===== src/rtl/aes_ram_sequencer_pkg.sv =====
// Shared definitions for the AES RAM sequencer: phase encodings and idle RAM-port value.
package aes_ram_sequencer_pkg;

    typedef enum logic [2:0] {
        ST_IDLE  = 3'd0,
        ST_INIT  = 3'd1,
        ST_H1    = 3'd2,
        ST_ENC   = 3'd3,
        ST_H2    = 3'd4,
        ST_DEC   = 3'd5,
        ST_DONE  = 3'd6,
        ST_ERROR = 3'd7
    } state_e;

    // Every RAM output bit takes this value whenever no engine owns the ports.
    localparam logic RAM_IDLE_BIT = 1'b0;

    function automatic logic is_engine_phase(input state_e s);
        return (s == ST_INIT) || (s == ST_ENC) || (s == ST_DEC);
    endfunction

    function automatic logic is_busy_state(input state_e s);
        return (s != ST_IDLE) && (s != ST_DONE) && (s != ST_ERROR);
    endfunction

endpackage


===== src/rtl/aes_ram_sequencer_if.sv =====
// Engine, RAM and status signals of the AES RAM sequencer.
interface aes_ram_sequencer_if #(
    parameter int ADDR_WIDTH = 8,
    parameter int DATA_WIDTH = 32
);
    logic                  start;
    logic                  busy;
    logic                  done;
    logic                  timeout_err;
    logic [2:0]            phase;

    logic                  init_ena;
    logic                  init_finished;
    logic [ADDR_WIDTH-1:0] init_addrA;
    logic [ADDR_WIDTH-1:0] init_addrB;
    logic                  init_wr_enaA;
    logic                  init_wr_enaB;
    logic [DATA_WIDTH-1:0] init_dataA;
    logic [DATA_WIDTH-1:0] init_dataB;

    logic                  enc_ena;
    logic                  enc_finished;
    logic [ADDR_WIDTH-1:0] enc_memIn_addr;
    logic [ADDR_WIDTH-1:0] enc_memOut_addr;
    logic                  enc_wr_ena;
    logic [DATA_WIDTH-1:0] enc_data_out;

    logic                  dec_ena;
    logic                  dec_finished;
    logic [ADDR_WIDTH-1:0] dec_memIn_addr;
    logic [ADDR_WIDTH-1:0] dec_memOut_addr;
    logic                  dec_wr_ena;
    logic [DATA_WIDTH-1:0] dec_data_out;

    logic [ADDR_WIDTH-1:0] addrA;
    logic [ADDR_WIDTH-1:0] addrB;
    logic                  wr_enaA;
    logic                  wr_enaB;
    logic [DATA_WIDTH-1:0] ram_inA;
    logic [DATA_WIDTH-1:0] ram_inB;

    modport slave (
        input  start, init_finished, init_addrA, init_addrB, init_wr_enaA, init_wr_enaB,
               init_dataA, init_dataB, enc_finished, enc_memIn_addr, enc_memOut_addr,
               enc_wr_ena, enc_data_out, dec_finished, dec_memIn_addr, dec_memOut_addr,
               dec_wr_ena, dec_data_out,
        output busy, done, timeout_err, phase, init_ena, enc_ena, dec_ena,
               addrA, addrB, wr_enaA, wr_enaB, ram_inA, ram_inB
    );

    modport master (
        output start, init_finished, init_addrA, init_addrB, init_wr_enaA, init_wr_enaB,
               init_dataA, init_dataB, enc_finished, enc_memIn_addr, enc_memOut_addr,
               enc_wr_ena, enc_data_out, dec_finished, dec_memIn_addr, dec_memOut_addr,
               dec_wr_ena, dec_data_out,
        input  busy, done, timeout_err, phase, init_ena, enc_ena, dec_ena,
               addrA, addrB, wr_enaA, wr_enaB, ram_inA, ram_inB
    );

endinterface


===== src/rtl/aes_ram_sequencer_watchdog.sv =====
// Per-phase watchdog: counts while enabled, clears on phase change, flags the last allowed cycle.
module aes_phase_watchdog #(
    parameter int TIMEOUT_CYCLES = 4096,
    parameter int CNT_WIDTH      = 16
) (
    input  logic clk,
    input  logic rst,
    input  logic i_clear,
    input  logic i_enable,
    output logic o_expire
);
    localparam logic [CNT_WIDTH-1:0] LP_LIMIT = CNT_WIDTH'(TIMEOUT_CYCLES - 1);

    logic [CNT_WIDTH-1:0] r_cnt;

    always_ff @(posedge clk or posedge rst) begin
        if (rst) begin
            r_cnt <= '0;
        end else if (i_clear) begin
            r_cnt <= '0;
        end else if (i_enable) begin
            r_cnt <= r_cnt + CNT_WIDTH'(1);
        end
    end

    assign o_expire = i_enable && (r_cnt == LP_LIMIT);

endmodule


===== src/rtl/aes_ram_sequencer.sv =====
// Runs init -> encrypt -> decrypt and hands the dual-port RAM to exactly one engine at a time.
module aes_ram_sequencer
    import aes_ram_sequencer_pkg::*;
#(
    parameter int ADDR_WIDTH     = 8,
    parameter int DATA_WIDTH     = 32,
    parameter int TIMEOUT_CYCLES = 4096,
    parameter int CNT_WIDTH      = 16
) (
    input  logic               clk,
    input  logic               rst,
    aes_ram_sequencer_if.slave bus
);
    state_e r_state;
    state_e w_next;
    logic   w_expire;
    logic   w_clear;
    logic   r_init_ena;
    logic   r_enc_ena;
    logic   r_dec_ena;
    logic   r_busy;
    logic   r_done;
    logic   r_timeout_err;

    logic [ADDR_WIDTH-1:0] w_addrA;
    logic [ADDR_WIDTH-1:0] w_addrB;
    logic                  w_wr_enaA;
    logic                  w_wr_enaB;
    logic [DATA_WIDTH-1:0] w_ram_inA;
    logic [DATA_WIDTH-1:0] w_ram_inB;

    // The active phase's finished flag is checked before expiry so that a coincident finish wins.
    always_comb begin
        w_next = r_state;
        case (r_state)
            ST_IDLE, ST_DONE, ST_ERROR: if (bus.start) w_next = ST_INIT;
            ST_INIT: begin
                if (bus.init_finished)  w_next = ST_H1;
                else if (w_expire)      w_next = ST_ERROR;
            end
            ST_H1:   w_next = ST_ENC;
            ST_ENC: begin
                if (bus.enc_finished)   w_next = ST_H2;
                else if (w_expire)      w_next = ST_ERROR;
            end
            ST_H2:   w_next = ST_DEC;
            ST_DEC: begin
                if (bus.dec_finished)   w_next = ST_DONE;
                else if (w_expire)      w_next = ST_ERROR;
            end
            default: w_next = ST_IDLE;
        endcase
    end

    assign w_clear = (w_next != r_state);

    aes_phase_watchdog #(
        .TIMEOUT_CYCLES (TIMEOUT_CYCLES),
        .CNT_WIDTH      (CNT_WIDTH)
    ) u_watchdog (
        .clk      (clk),
        .rst      (rst),
        .i_clear  (w_clear),
        .i_enable (is_engine_phase(r_state)),
        .o_expire (w_expire)
    );

    always_ff @(posedge clk or posedge rst) begin
        if (rst) begin
            r_state       <= ST_IDLE;
            r_init_ena    <= 1'b0;
            r_enc_ena     <= 1'b0;
            r_dec_ena     <= 1'b0;
            r_busy        <= 1'b0;
            r_done        <= 1'b0;
            r_timeout_err <= 1'b0;
        end else begin
            r_state       <= w_next;
            r_init_ena    <= (w_next == ST_INIT);
            r_enc_ena     <= (w_next == ST_ENC);
            r_dec_ena     <= (w_next == ST_DEC);
            r_busy        <= is_busy_state(w_next);
            r_done        <= (w_next == ST_DONE);
            r_timeout_err <= (w_next == ST_ERROR);
        end
    end

    // Mux follows the state register directly so an async reset releases the RAM at once.
    always_comb begin
        w_addrA   = {ADDR_WIDTH{RAM_IDLE_BIT}};
        w_addrB   = {ADDR_WIDTH{RAM_IDLE_BIT}};
        w_wr_enaA = RAM_IDLE_BIT;
        w_wr_enaB = RAM_IDLE_BIT;
        w_ram_inA = {DATA_WIDTH{RAM_IDLE_BIT}};
        w_ram_inB = {DATA_WIDTH{RAM_IDLE_BIT}};
        case (r_state)
            ST_INIT: begin
                w_addrA   = bus.init_addrA;
                w_addrB   = bus.init_addrB;
                w_wr_enaA = bus.init_wr_enaA;
                w_wr_enaB = bus.init_wr_enaB;
                w_ram_inA = bus.init_dataA;
                w_ram_inB = bus.init_dataB;
            end
            ST_ENC: begin
                w_addrA   = bus.enc_memIn_addr;
                w_addrB   = bus.enc_memOut_addr;
                w_wr_enaB = bus.enc_wr_ena;
                w_ram_inB = bus.enc_data_out;
            end
            ST_DEC: begin
                w_addrA   = bus.dec_memIn_addr;
                w_addrB   = bus.dec_memOut_addr;
                w_wr_enaB = bus.dec_wr_ena;
                w_ram_inB = bus.dec_data_out;
            end
            default: ;
        endcase
    end

    assign bus.addrA       = w_addrA;
    assign bus.addrB       = w_addrB;
    assign bus.wr_enaA     = w_wr_enaA;
    assign bus.wr_enaB     = w_wr_enaB;
    assign bus.ram_inA     = w_ram_inA;
    assign bus.ram_inB     = w_ram_inB;
    assign bus.init_ena    = r_init_ena;
    assign bus.enc_ena     = r_enc_ena;
    assign bus.dec_ena     = r_dec_ena;
    assign bus.busy        = r_busy;
    assign bus.done        = r_done;
    assign bus.timeout_err = r_timeout_err;
    assign bus.phase       = r_state;

endmodule


===== src/flat_wrapper.sv =====
// flat-port wrapper written by rule: the top's interface ports become plain ports
module aes_ram_sequencer_flat import aes_ram_sequencer_pkg::*;
#(
    parameter int ADDR_WIDTH     = 8,
    parameter int DATA_WIDTH     = 32,
    parameter int TIMEOUT_CYCLES = 4096,
    parameter int CNT_WIDTH      = 16
)
  (clk, rst, bus_start, bus_init_finished, bus_init_addrA, bus_init_addrB, bus_init_wr_enaA, bus_init_wr_enaB, bus_init_dataA, bus_init_dataB, bus_enc_finished, bus_enc_memIn_addr, bus_enc_memOut_addr, bus_enc_wr_ena, bus_enc_data_out, bus_dec_finished, bus_dec_memIn_addr, bus_dec_memOut_addr, bus_dec_wr_ena, bus_dec_data_out, bus_busy, bus_done, bus_timeout_err, bus_phase, bus_init_ena, bus_enc_ena, bus_dec_ena, bus_addrA, bus_addrB, bus_wr_enaA, bus_wr_enaB, bus_ram_inA, bus_ram_inB);
  aes_ram_sequencer_if #(.ADDR_WIDTH(ADDR_WIDTH), .DATA_WIDTH(DATA_WIDTH)) bus_i ();
  input  logic clk;
  input  logic rst;
  input wire logic [$bits(bus_i.start)-1:0] bus_start;
  input wire logic [$bits(bus_i.init_finished)-1:0] bus_init_finished;
  input wire logic [$bits(bus_i.init_addrA)-1:0] bus_init_addrA;
  input wire logic [$bits(bus_i.init_addrB)-1:0] bus_init_addrB;
  input wire logic [$bits(bus_i.init_wr_enaA)-1:0] bus_init_wr_enaA;
  input wire logic [$bits(bus_i.init_wr_enaB)-1:0] bus_init_wr_enaB;
  input wire logic [$bits(bus_i.init_dataA)-1:0] bus_init_dataA;
  input wire logic [$bits(bus_i.init_dataB)-1:0] bus_init_dataB;
  input wire logic [$bits(bus_i.enc_finished)-1:0] bus_enc_finished;
  input wire logic [$bits(bus_i.enc_memIn_addr)-1:0] bus_enc_memIn_addr;
  input wire logic [$bits(bus_i.enc_memOut_addr)-1:0] bus_enc_memOut_addr;
  input wire logic [$bits(bus_i.enc_wr_ena)-1:0] bus_enc_wr_ena;
  input wire logic [$bits(bus_i.enc_data_out)-1:0] bus_enc_data_out;
  input wire logic [$bits(bus_i.dec_finished)-1:0] bus_dec_finished;
  input wire logic [$bits(bus_i.dec_memIn_addr)-1:0] bus_dec_memIn_addr;
  input wire logic [$bits(bus_i.dec_memOut_addr)-1:0] bus_dec_memOut_addr;
  input wire logic [$bits(bus_i.dec_wr_ena)-1:0] bus_dec_wr_ena;
  input wire logic [$bits(bus_i.dec_data_out)-1:0] bus_dec_data_out;
  output wire logic [$bits(bus_i.busy)-1:0] bus_busy;
  output wire logic [$bits(bus_i.done)-1:0] bus_done;
  output wire logic [$bits(bus_i.timeout_err)-1:0] bus_timeout_err;
  output wire logic [$bits(bus_i.phase)-1:0] bus_phase;
  output wire logic [$bits(bus_i.init_ena)-1:0] bus_init_ena;
  output wire logic [$bits(bus_i.enc_ena)-1:0] bus_enc_ena;
  output wire logic [$bits(bus_i.dec_ena)-1:0] bus_dec_ena;
  output wire logic [$bits(bus_i.addrA)-1:0] bus_addrA;
  output wire logic [$bits(bus_i.addrB)-1:0] bus_addrB;
  output wire logic [$bits(bus_i.wr_enaA)-1:0] bus_wr_enaA;
  output wire logic [$bits(bus_i.wr_enaB)-1:0] bus_wr_enaB;
  output wire logic [$bits(bus_i.ram_inA)-1:0] bus_ram_inA;
  output wire logic [$bits(bus_i.ram_inB)-1:0] bus_ram_inB;
  assign bus_i.start = bus_start;
  assign bus_i.init_finished = bus_init_finished;
  assign bus_i.init_addrA = bus_init_addrA;
  assign bus_i.init_addrB = bus_init_addrB;
  assign bus_i.init_wr_enaA = bus_init_wr_enaA;
  assign bus_i.init_wr_enaB = bus_init_wr_enaB;
  assign bus_i.init_dataA = bus_init_dataA;
  assign bus_i.init_dataB = bus_init_dataB;
  assign bus_i.enc_finished = bus_enc_finished;
  assign bus_i.enc_memIn_addr = bus_enc_memIn_addr;
  assign bus_i.enc_memOut_addr = bus_enc_memOut_addr;
  assign bus_i.enc_wr_ena = bus_enc_wr_ena;
  assign bus_i.enc_data_out = bus_enc_data_out;
  assign bus_i.dec_finished = bus_dec_finished;
  assign bus_i.dec_memIn_addr = bus_dec_memIn_addr;
  assign bus_i.dec_memOut_addr = bus_dec_memOut_addr;
  assign bus_i.dec_wr_ena = bus_dec_wr_ena;
  assign bus_i.dec_data_out = bus_dec_data_out;
  assign bus_busy = bus_i.busy;
  assign bus_done = bus_i.done;
  assign bus_timeout_err = bus_i.timeout_err;
  assign bus_phase = bus_i.phase;
  assign bus_init_ena = bus_i.init_ena;
  assign bus_enc_ena = bus_i.enc_ena;
  assign bus_dec_ena = bus_i.dec_ena;
  assign bus_addrA = bus_i.addrA;
  assign bus_addrB = bus_i.addrB;
  assign bus_wr_enaA = bus_i.wr_enaA;
  assign bus_wr_enaB = bus_i.wr_enaB;
  assign bus_ram_inA = bus_i.ram_inA;
  assign bus_ram_inB = bus_i.ram_inB;
  aes_ram_sequencer #(.ADDR_WIDTH(ADDR_WIDTH), .DATA_WIDTH(DATA_WIDTH), .TIMEOUT_CYCLES(TIMEOUT_CYCLES), .CNT_WIDTH(CNT_WIDTH)) u_core (.clk(clk), .rst(rst), .bus(bus_i));
endmodule

===== config.mk =====
export PLATFORM = sky130hd
export DESIGN_NAME = aes_ram_sequencer_flat
export DESIGN_NICKNAME = d
export VERILOG_FILES = /design/src/rtl/aes_ram_sequencer_pkg.sv /design/src/rtl/aes_ram_sequencer_if.sv /design/src/rtl/aes_ram_sequencer_watchdog.sv /design/src/rtl/aes_ram_sequencer.sv /design/src/flat_wrapper.sv
export SDC_FILE = /design/constraint.sdc
export NUM_CORES = 1
export LEC_CHECK = 0
export ABC_AREA = 1
export CAP_MARGIN = 20
export CORE_AREA = 5 5 104 106
export DETAILED_ROUTE_END_ITERATION = 10
export DIE_AREA = 0 0 109 111
export PLACE_DENSITY = 0.88
export SLEW_MARGIN = 15
export SYNTH_ARGS = -nofsm -noshare
export SYNTH_HDL_FRONTEND = slang
export SYNTH_HIERARCHICAL = 1
export SYNTH_SLANG_ARGS = --single-unit

===== constraint.sdc =====
create_clock -name clk -period 2.8 [get_ports clk]
set_clock_uncertainty 0.1 [all_clocks]
set_input_delay 0.42 -clock clk [delete_from_list [all_inputs] [get_ports clk]]
set_output_delay 0.42 -clock clk [all_outputs]
set_load 0.01 [all_outputs]

==> results of run 1 <==
-- registers in the layout, summed over array words and instances (netlist names) --
register,count
u_core/bus.done,1
u_core/bus.init_ena,1
u_core/bus.dec_ena,1
u_core/bus.enc_ena,1
u_core/bus.busy,1
u_core/bus.timeout_err,1
u_core/u_watchdog/r_cnt,16
u_core/bus.phase,3
-- layout make-up --
class	count	area, µm²
clock buffer	4	45.04
tap	133	166.4
inverter	64	241.5
timing repair buffer	296	2998
multi-input combinational	383	1693
fill	866	3915
sequential	25	625.6
-- stage by stage --
step	hold slack, ns	setup TNS [ns]	worst slack [ns]	utilization, %	area (µm²)
floorplan	0.1479	0	0.1404	-	2618
global placement	0.3964	0	0.1989	57.82	5599
detailed placement	0.3947	0	0.1201	57.82	5599
CTS	0.3364	0	0.02195	58.24	5640
global route	0.3634	-0.06114	-0.02675	59.57	5769
finish	0.3295	0	0.08766	59.57	5769
-- what timing repair did --
item,4_1_cts,5_1_grt
cloned,0,2
pin swaps,0,5
buffers inserted,0,3
setup endpoints to repair,8,52
resized for setup,7,19
-- routing by layer --
layer / wire length [µm] / share of wire (%) / vias up
li1: - / - / 2074
met1: 5121 / 36 / 1724
met5: 0 / 0 / -
met2: 7145 / 50 / 210
met3: 1871 / 13 / 12
met4: 126 / 0.88 / 0
-- worst paths after layout --
| kind | depth (start not counted) | slack, ns | from | endpoint |
|---|---|---|---|---|
| worst max-delay path | 8 | 0.09 | u_core/bus.phase[2] | bus_ram_inB[27] |
| worst min-delay path | 2 | 0.33 | rst | u_core/bus.done |
| worst max register to register | 17 | 0.26 | u_core/u_watchdog/r_cnt[0] | u_core/u_watchdog/r_cnt[5] |
| worst min register to register | 2 | 0.45 | u_core/u_watchdog/r_cnt[4] | u_core/u_watchdog/r_cnt[4] |
| max in group asynchronous | 2 | 1.77 | rst | u_core/u_watchdog/r_cnt[2] |
| min in group clk | 2 | 0.45 | u_core/u_watchdog/r_cnt[4] | u_core/u_watchdog/r_cnt[4] |
-- synth_stat cells (all sizes together) --
cell and number:
nand3 62, xnor2 1, or2 1, o21ai 13, ha 1, inv 63
clkinv 1, nand4 4, o211ai 2, a21oi 8, nor3 4, nand2 205
clkbuf 11, o21bai 1, a31oi 1, nor2 78, a22oi 1, nor3b 1
buf 10, dfrtp 25
-- worst reg2reg max path, stage by stage (launching register included) --
cell and delay, ns:
dfrtp_1 0.42, ha_4 0.17, nand2_1 0.06, nor2_1 0.13, nand3_1 0.11, nor2_2 0.19, nor2_1 0.07, nor2_1 0.09
nand2_1 0.06, nand3_1 0.10, nand3_1 0.08, nand2_1 0.09, nor2_2 0.04, nand2_2 0.14, nor2_4 0.08, buf_4 0.13
nor3_1 0.25, a21oi_1 0.11
-- logic make-up (layout without fill, tap and decap cells) --
logic type | after synthesis | after routing | synth area share, %
AND/OR/NAND/NOR | 355 | 355 | 56.41
buffers and inverters | 85 | 364 | 13.34
AO/OA/AOI/OAI | 26 | 26 | 5.545
flip-flops | 25 | 25 | 23.90
adder cells (fa/ha/maj) | 1 | 1 | 0.4779
XOR/XNOR | 1 | 1 | 0.3347
-- power groups by stage --
stage	clock [mW]	combinational [mW]	sequential, mW
finish	0.211	3.87	0.458
global route	0.234	4.20	0.464
CTS	0.218	3.74	0.456
detailed placement	0	3.75	0.464
global placement	0	3.74	0.461
floorplan	0	1.66	0.499
==> results.py, run 1 <==
metrics = {
    "pwr": {
        "power.share.clock_pct": 4.7,
        "leakage_nw": 2.668,
        "p_int_mw": 2.426,
        "p_seq_share_pct": 10.1,
        "irDropWorstVdd_v": 0.0004672,
        "combinationalPowerShare_pct": 85.3,
        "switching_share_pct": 46.59,
        "report.power.total_mw": 4.542,
        "powerDensity_mw_per_mm2": 787.2,
        "p_switching_mw": 2.116,
    },
    "routing": {
        "postRouteAntennaNets": 0,
        "drtPass1Iterations": 4,
        "remaining_drc_errors": 0,
        "route.detailed.wl_per_inst_um": 15.76,
        "route.final.wire_length_mm": 14.27,
        "routed-via-count": 4020,
        "drt_first_iter_violations": 176,
        "route.detailed.vias_per_inst": 4.442,
    },
    "worst_hold_path": {
        "hold_class": "input pin to async pin",
    },
    "yosys": {
        "syn-instance-count": 493,
        "yosysTopAreaCell": "nand2_1",
        "post_syn_nets": 680,
        "synthDominantCellAreaShare_pct": 29.11,
        "ys_seq_area_share_pct": 23.90,
        "post_synth_instance_area_mm2": 0.002618,
        "register_bit_total_from_synthesis": 25,
        "synth_cell_type_count": 29,
        "synthesis.area_per_instance_um2": 5.309,
        "yosys_warnings": 6,
        "synth_area_leaders": "nand2_1 (29%), dfrtp_1 (24%), nand3_1 (12%)",
    },
    "setup_path": {
        "worst-path-max-fanout": 25,
        "timing.critical_path.slowest_cell_delay_ns": 0.59,
        "critical_path.startpoint_type": "register",
        "worst-endpoint-required_ns": 2.28,
        "critical_path.most_common_cell": "nand2_1",
        "timing.critical_path.max_delay_family": "buffers and inverters",
        "arrival_ns": 2.19,
        "critical-path-slowest-cell": "clkdlybuf4s50_1",
        "critPathKind": "register to output pin",
        "path_buf_inv": 4,
        "end_kind": "output pin",
        "timing.critical_path.cells": "buf_4 -> clkinv_2 -> nand2_1 -> nor2_4 -> buf_12 -> nand2_1 -> nand3_1 -> clkdlybuf4s50_1",
    },
    "global_route": {
        "grt_pass1_vias": 3665,
        "grt_overflow_total": 0,
        "grt_most_used_layer": "met2",
        "grt_first_pass_wirelength_mm": 19.55,
        "grt.total_usage_pct": 20.99,
        "met1_demand_to_capacity_share_in_global_routing_pct": 22.60,
        "global_route.usage.met3_pct": 9.027,
        "grt_max_degree": 51,
        "global_route.usage.met2_pct": 38.17,
        "grt_antenna_before_repair": 0,
    },
    "placed_design": {
        "post-dp-hpwl_mm": 11.83,
        "numPlacedInstances": 896,
        "place.port_buffers": 276,
        "finalWeightedCongestion": 0.9055,
    },
    "clock_network": {
        "cts_h_tree_lvls": 1,
        "root_buffer": "clkbuf_8",
        "clock_latency_ns": 0.27,
        "cts_inserted_buffers": 3,
        "clk_pin_slew_ns": 0.08,
        "cts_buffer_depth": 2,
        "numClockSinks": 25,
        "post_cts_hold_buffer_count": 0,
        "tritoncts": "yes",
    },
    "floorplan": {
        "io_pins": 277,
        "core-area_mm2": 0.009684,
        "floorplan.die_area_mm2": 0.01210,
        "die-width_um": 109,
        "start_util_pct": 27.03,
        "dieHeight_um": 111,
        "floorplan.rows": 36,
    },
    "final_layout": {
        "fin_cells": 905,
        "layout_commonest_cell": "clkdlybuf4s50_1",
        "area_growth_pct": 120.4,
        "layout_common_cells": "clkdlybuf4s50_1 (265), nand2_1 (199), nor2_1 (67)",
        "drive_gt1_share_pct": 6.088,
        "layout.nets": 960,
        "insertedDiodeCount": 0,
    },
    "timing": {
        "timing_worst_slew_pin_value_ns": 0.5975,
        "slew_headroom_pct": 60.12,
        "slew_viol_final": 0,
        "setup-violations-final": 0,
        "max_clock_freq_mhz": 368.7,
        "rsz0062_at_grt": "true",
        "period_needed_ns": 2.712,
        "hold_viol_final": 0,
        "final.period_utilization_pct": 96.87,
    },
    "flow_run": {
        "drv.max_cap_violation_count": 0,
    },
    "status": {
        "run_status": "complete, no violations",
    },
}
(Power assumes the default switching activity.)
==> run 2, diff against run 1 <==
- GPL_ROUTABILITY_DRIVEN: not set -> 0
- SKIP_CTS_REPAIR_TIMING: not set -> 1
- clock period: 2.8 -> 2.88 ns (I/O delays scaled with it)
==> run 2 against run 1 <==
Compared with the run above: global-route usage up 0.33 points; count of clock-buffer cells in the layout is the same; hold slack better by 0.0063 ns; cell area is 1.6% lower; cell count is 0.55% lower.
==> results.py, run 2 (synthesis results as in run 1) <==
metrics = {
    "status": {
        "run_status": "complete, no violations",
    },
    "pwr": {
        "irDropWorstVdd_v": 0.0005500,
        "p_switching_mw": 1.974,
        "switching_share_pct": 46.47,
        "leakage_nw": 2.638,
        "combinationalPowerShare_pct": 84.7,
        "p_int_mw": 2.274,
        "powerDensity_mw_per_mm2": 748.6,
        "p_seq_share_pct": 10.4,
        "power.share.clock_pct": 4.9,
    },
    "global_route": {
        "grt.total_usage_pct": 21.32,
        "grt_first_pass_wirelength_mm": 20.22,
        "grt_max_degree": 51,
        "grt_pass1_vias": 3813,
        "grt_overflow_total": 0,
        "grt_antenna_before_repair": 0,
    },
    "routing": {
        "postRouteAntennaNets": 0,
        "drt_first_iter_violations": 216,
        "route.detailed.wl_per_inst_um": 15.33,
        "route.final.wire_length_mm": 13.80,
        "drtPass1Iterations": 4,
        "routed-via-count": 3992,
        "remaining_drc_errors": 0,
        "route.detailed.vias_per_inst": 4.436,
    },
    "setup_path": {
        "timing.critical_path.max_delay_family": "buffers and inverters",
        "reg2regPathDepth": 20,
        "critical-path-slowest-cell": "clkdlybuf4s50_1",
        "worst-path-max-fanout": 20,
        "critical_path.startpoint_type": "register",
        "path_buf_inv": 4,
        "critical_path.most_common_cell": "nand2_1",
        "worst-endpoint-required_ns": 2.35,
        "critPathKind": "register to output pin",
        "end_kind": "output pin",
        "arrival_ns": 2.25,
        "path_depth": 8,
        "timing.critical_path.cells": "buf_4 -> inv_1 -> nand2_1 -> nor2_4 -> buf_6 -> nand2_1 -> nand3_1 -> clkdlybuf4s50_1",
        "timing.critical_path.slowest_cell_delay_ns": 0.60,
    },
    "timing": {
        "period_needed_ns": 2.782,
        "fin_tns_setup_ns": 0,
        "hold_slack_ns": 0.3359,
        "setup-violations-final": 0,
        "slew_headroom_pct": 58.60,
        "max_clock_freq_mhz": 359.5,
        "timing_worst_slew_pin_value_ns": 0.6203,
        "rsz0062_at_grt": "false",
        "hold_viol_final": 0,
        "final.period_utilization_pct": 96.59,
        "slew_viol_final": 0,
    },
    "clock_network": {
        "root_buffer": "clkbuf_8",
        "cts_h_tree_lvls": 1,
        "cts_buffer_depth": 2,
        "tritoncts": "yes",
        "numClockSinks": 25,
        "clock_latency_ns": 0.27,
        "clk_pin_slew_ns": 0.09,
        "cts_inserted_buffers": 3,
    },
    "final_layout": {
        "largest_register_ffs": 16,
        "drive_gt1_share_pct": 4.694,
        "top_reg_by_flops": "u_core/u_watchdog/r_cnt",
        "fin_cells": 900,
        "layout_common_cells": "clkdlybuf4s50_1 (269), nand2_1 (202), nor2_1 (68)",
        "insertedDiodeCount": 0,
        "finalCoreUtilization_pct": 58.59,
        "layout.nets": 955,
        "layout_commonest_cell": "clkdlybuf4s50_1",
        "area_growth_pct": 116.8,
        "final_design_area_no_fill_mm2": 0.005674,
    },
    "floorplan": {
        "start_util_pct": 27.03,
        "core-area_mm2": 0.009684,
        "die-width_um": 109,
        "dieHeight_um": 111,
        "floorplan.die_area_mm2": 0.01210,
        "io_pins": 277,
        "floorplan.rows": 36,
    },
    "flow_run": {
        "drv.max_cap_violation_count": 0,
    },
    "placed_design": {
        "post-dp-hpwl_mm": 11.92,
        "place.port_buffers": 276,
        "placed_area_mm2": 0.005587,
        "numPlacedInstances": 896,
    },
    "worst_hold_path": {
        "hold_class": "input pin to async pin",
    },
}
run 2: power groups by stage:
stage / Combinational (mW) / Clock (mW) / Sequential [mW]
after global placement: 3.59 / 0 / 0.448
after floorplan: 1.61 / 0 / 0.485
after CTS: 3.62 / 0.216 / 0.444
after global routing: 3.90 / 0.226 / 0.452
final: 3.60 / 0.207 / 0.443
after detailed placement: 3.59 / 0 / 0.451
run 2: worst paths after layout:
check / start / end / slack (ns)
min in group clk: u_core/u_watchdog/r_cnt[1] / u_core/u_watchdog/r_cnt[1] / 0.42
worst max-delay path: u_core/bus.phase[1] / bus_ram_inB[29] / 0.1
max in group asynchronous: rst / u_core/u_watchdog/r_cnt[10] / 1.82
worst min-delay path: rst / u_core/bus.dec_ena / 0.34
worst max register to register: u_core/u_watchdog/r_cnt[0] / u_core/u_watchdog/r_cnt[15] / 0.29
worst min register to register: u_core/u_watchdog/r_cnt[1] / u_core/u_watchdog/r_cnt[1] / 0.42
run 2: layout make-up:
type | instances | area (µm²)
Fill cell | 897 | 4010
Timing Repair Buffer | 291 | 2925
Multi-Input combinational cell | 383 | 1670
Sequential cell | 25 | 625.6
Inverter | 64 | 241.5
Tap cell | 133 | 166.4
Clock buffer | 4 | 45.04
run 2: per-stage QoR:
stage | setup WS (ns) | power [mW]
after floorplan | 0.2204 | 2.099
after global placement | 0.2158 | 4.034
after detailed placement | 0.1796 | 4.044
after CTS | -0.03738 | 4.275
after global routing | 0.003546 | 4.579
final | 0.09815 | 4.248
run 2: per-layer routing:
metal	vias to the layer above	track usage [%]	part of all wire [%]
met3	17	7.513	12
met2	206	38.90	50
met4	0	3.788	1.6
li1	2055	-	-
met5	-	0	0
met1	1714	23.59	36
==> run 3, diff against run 2 <==
- SETUP_SLACK_MARGIN: not set -> 0.02
==> run 3 against run 2 <==
Compared with the run above: routed wire length is 1.5% higher; cell area rose by 0.51%; sequential share of layout area fell by 0.056 points; die area did not move; count of clock-buffer cells in the layout unchanged; global-route usage is the same; via count up 0.23%; total power up 1.1%; hold slack lost 0.0027 ns; utilization is 0.30 points higher; largest power group unchanged.
==> results.py, run 3 (synthesis results as in run 1) <==
metrics = {
    "clock_network": {
        "clk_pin_slew_ns": 0.09,
        "cts_inserted_buffers": 3,
        "cts_h_tree_lvls": 1,
        "numClockSinks": 25,
        "clock_latency_ns": 0.27,
        "root_buffer": "clkbuf_8",
        "tritoncts": "yes",
        "cts_buffer_depth": 2,
    },
    "setup_path": {
        "cp-startpoint": "u_core/bus.phase[1]",
        "critical_path.reg2reg.startpoint": "u_core/u_watchdog/r_cnt[0]",
        "worst-endpoint-required_ns": 2.35,
        "arrival_ns": 2.24,
        "end_kind": "output pin",
        "critical_path.startpoint_type": "register",
        "worst-path-max-fanout": 20,
        "critPathKind": "register to output pin",
    },
    "final_layout": {
        "fin_cells": 901,
        "final_design_area_no_fill_mm2": 0.005703,
        "insertedDiodeCount": 0,
        "layout_common_cells": "clkdlybuf4s50_1 (268), nand2_1 (202), nor2_1 (68)",
        "fillers": 892,
        "ff_latch_area_um2": 625.6,
        "top_reg_by_flops": "u_core/u_watchdog/r_cnt",
        "area_growth_pct": 117.9,
        "layout.nets": 956,
        "multi_input_area_mm2": 0.001675,
        "drive_gt1_share_pct": 4.818,
        "layout_commonest_cell": "clkdlybuf4s50_1",
        "largest_register_ffs": 16,
    },
    "routing": {
        "postRouteAntennaNets": 0,
        "remaining_drc_errors": 0,
        "routed.top_layer": "met4",
        "drtPass1Iterations": 4,
        "route.final.wire_length_mm": 14.01,
        "met2_wire_length_mm": 7.005,
        "drt_first_iter_violations": 217,
        "route.detailed.vias_per_inst": 4.441,
        "route.detailed.wl_per_inst_um": 15.54,
        "routed-via-count": 4001,
        "wirelength_met1_mm": 5.091,
        "detailroute.wirelength.met3_mm": 1.696,
    },
    "floorplan": {
        "io_pins": 277,
        "floorplan.die_area_mm2": 0.01210,
        "start_util_pct": 27.03,
        "die-width_um": 109,
        "core-area_mm2": 0.009684,
        "dieHeight_um": 111,
        "floorplan.rows": 36,
    },
    "global_route": {
        "grt_antenna_before_repair": 0,
        "grt_max_degree": 51,
        "grt_first_pass_wirelength_mm": 20.22,
        "grt_pass1_vias": 3813,
        "grt.total_usage_pct": 21.32,
        "grt_overflow_total": 0,
    },
    "status": {
        "run_status": "complete, no violations",
    },
    "worst_hold_path": {
        "hold_class": "input pin to async pin",
    },
    "pwr": {
        "leakage_nw": 2.663,
        "report.power.total_mw": 4.294,
        "powerDensity_mw_per_mm2": 752.9,
        "irDropWorstVdd_v": 0.0005181,
    },
    "timing": {
        "slew_headroom_pct": 58.80,
        "rsz0062_at_grt": "true",
        "finalWorstSetupSlack_ns": 0.1067,
        "hold_viol_final": 0,
        "timing_worst_slew_pin_value_ns": 0.6173,
        "period_needed_ns": 2.773,
        "setup-violations-final": 0,
        "fin_tns_setup_ns": 0,
        "slew_viol_final": 0,
        "final.period_utilization_pct": 96.29,
        "max_clock_freq_mhz": 360.6,
    },
    "placed_design": {
        "post-dp-hpwl_mm": 11.92,
        "placed_area_mm2": 0.005587,
        "place.port_buffers": 276,
        "worst_slack_after_detailed_placement_ns": 0.1796,
        "numPlacedInstances": 896,
    },
    "flow_run": {
        "drv.max_cap_violation_count": 0,
    },
}
==> run 3: critical path, cell delays in order, from the launching register on <==
cell,delay [ns]
dfrtp_1,0.40
buf_4,0.18
inv_1,0.11
nand2_1,0.15
nor2_4,0.17
buf_6,0.21
nand2_1,0.07
nand3_1,0.07
clkdlybuf4s50_1,0.60
==> run 3: area by class of cell <==
class                   instances  area share (%)
well taps                     133           2.918
inverters                      64           4.234
multi-input cells             383           29.38
clock buffers                   4          0.7898
flip-flops and latches         25           10.97
repair buffers                292           51.71
==> run 3: worst paths after layout <==
path / cells past startpoint / slack (ns) / endpoint
setup reg to reg: 20 / 0.25 / u_core/u_watchdog/r_cnt[15]
min in group clk: 2 / 0.42 / u_core/u_watchdog/r_cnt[1]
hold / removal: 2 / 0.33 / u_core/bus.dec_ena
hold reg to reg: 2 / 0.42 / u_core/u_watchdog/r_cnt[1]
max in group asynchronous: 2 / 1.82 / u_core/u_watchdog/r_cnt[8]
setup / recovery: 8 / 0.11 / bus_ram_inB[29]
==> run 3: power breakdown <==
group,total [mW],internal [mW],switching (mW)
Combinational,3.64,1.79,1.85
Clock,0.209,0.0989,0.111
Sequential,0.443,0.415,0.0282
Total,4.29,2.30,1.99
==> run 3: per-layer routing <==
metal	vias up	global-route usage, %
met1	1717	23.59
met2	211	38.90
met4	0	3.788
met3	17	7.513
met5	-	0
li1	2056	-
==> run 3: through the flow <==
stage                     hold WS [ns]  utilization, %
after floorplan                 0.1599               -
after global placement          0.3929           57.69
after detailed placement        0.3988           57.69
after CTS                       0.3464           58.15
after global routing            0.3743           58.89
final                           0.3332           58.89
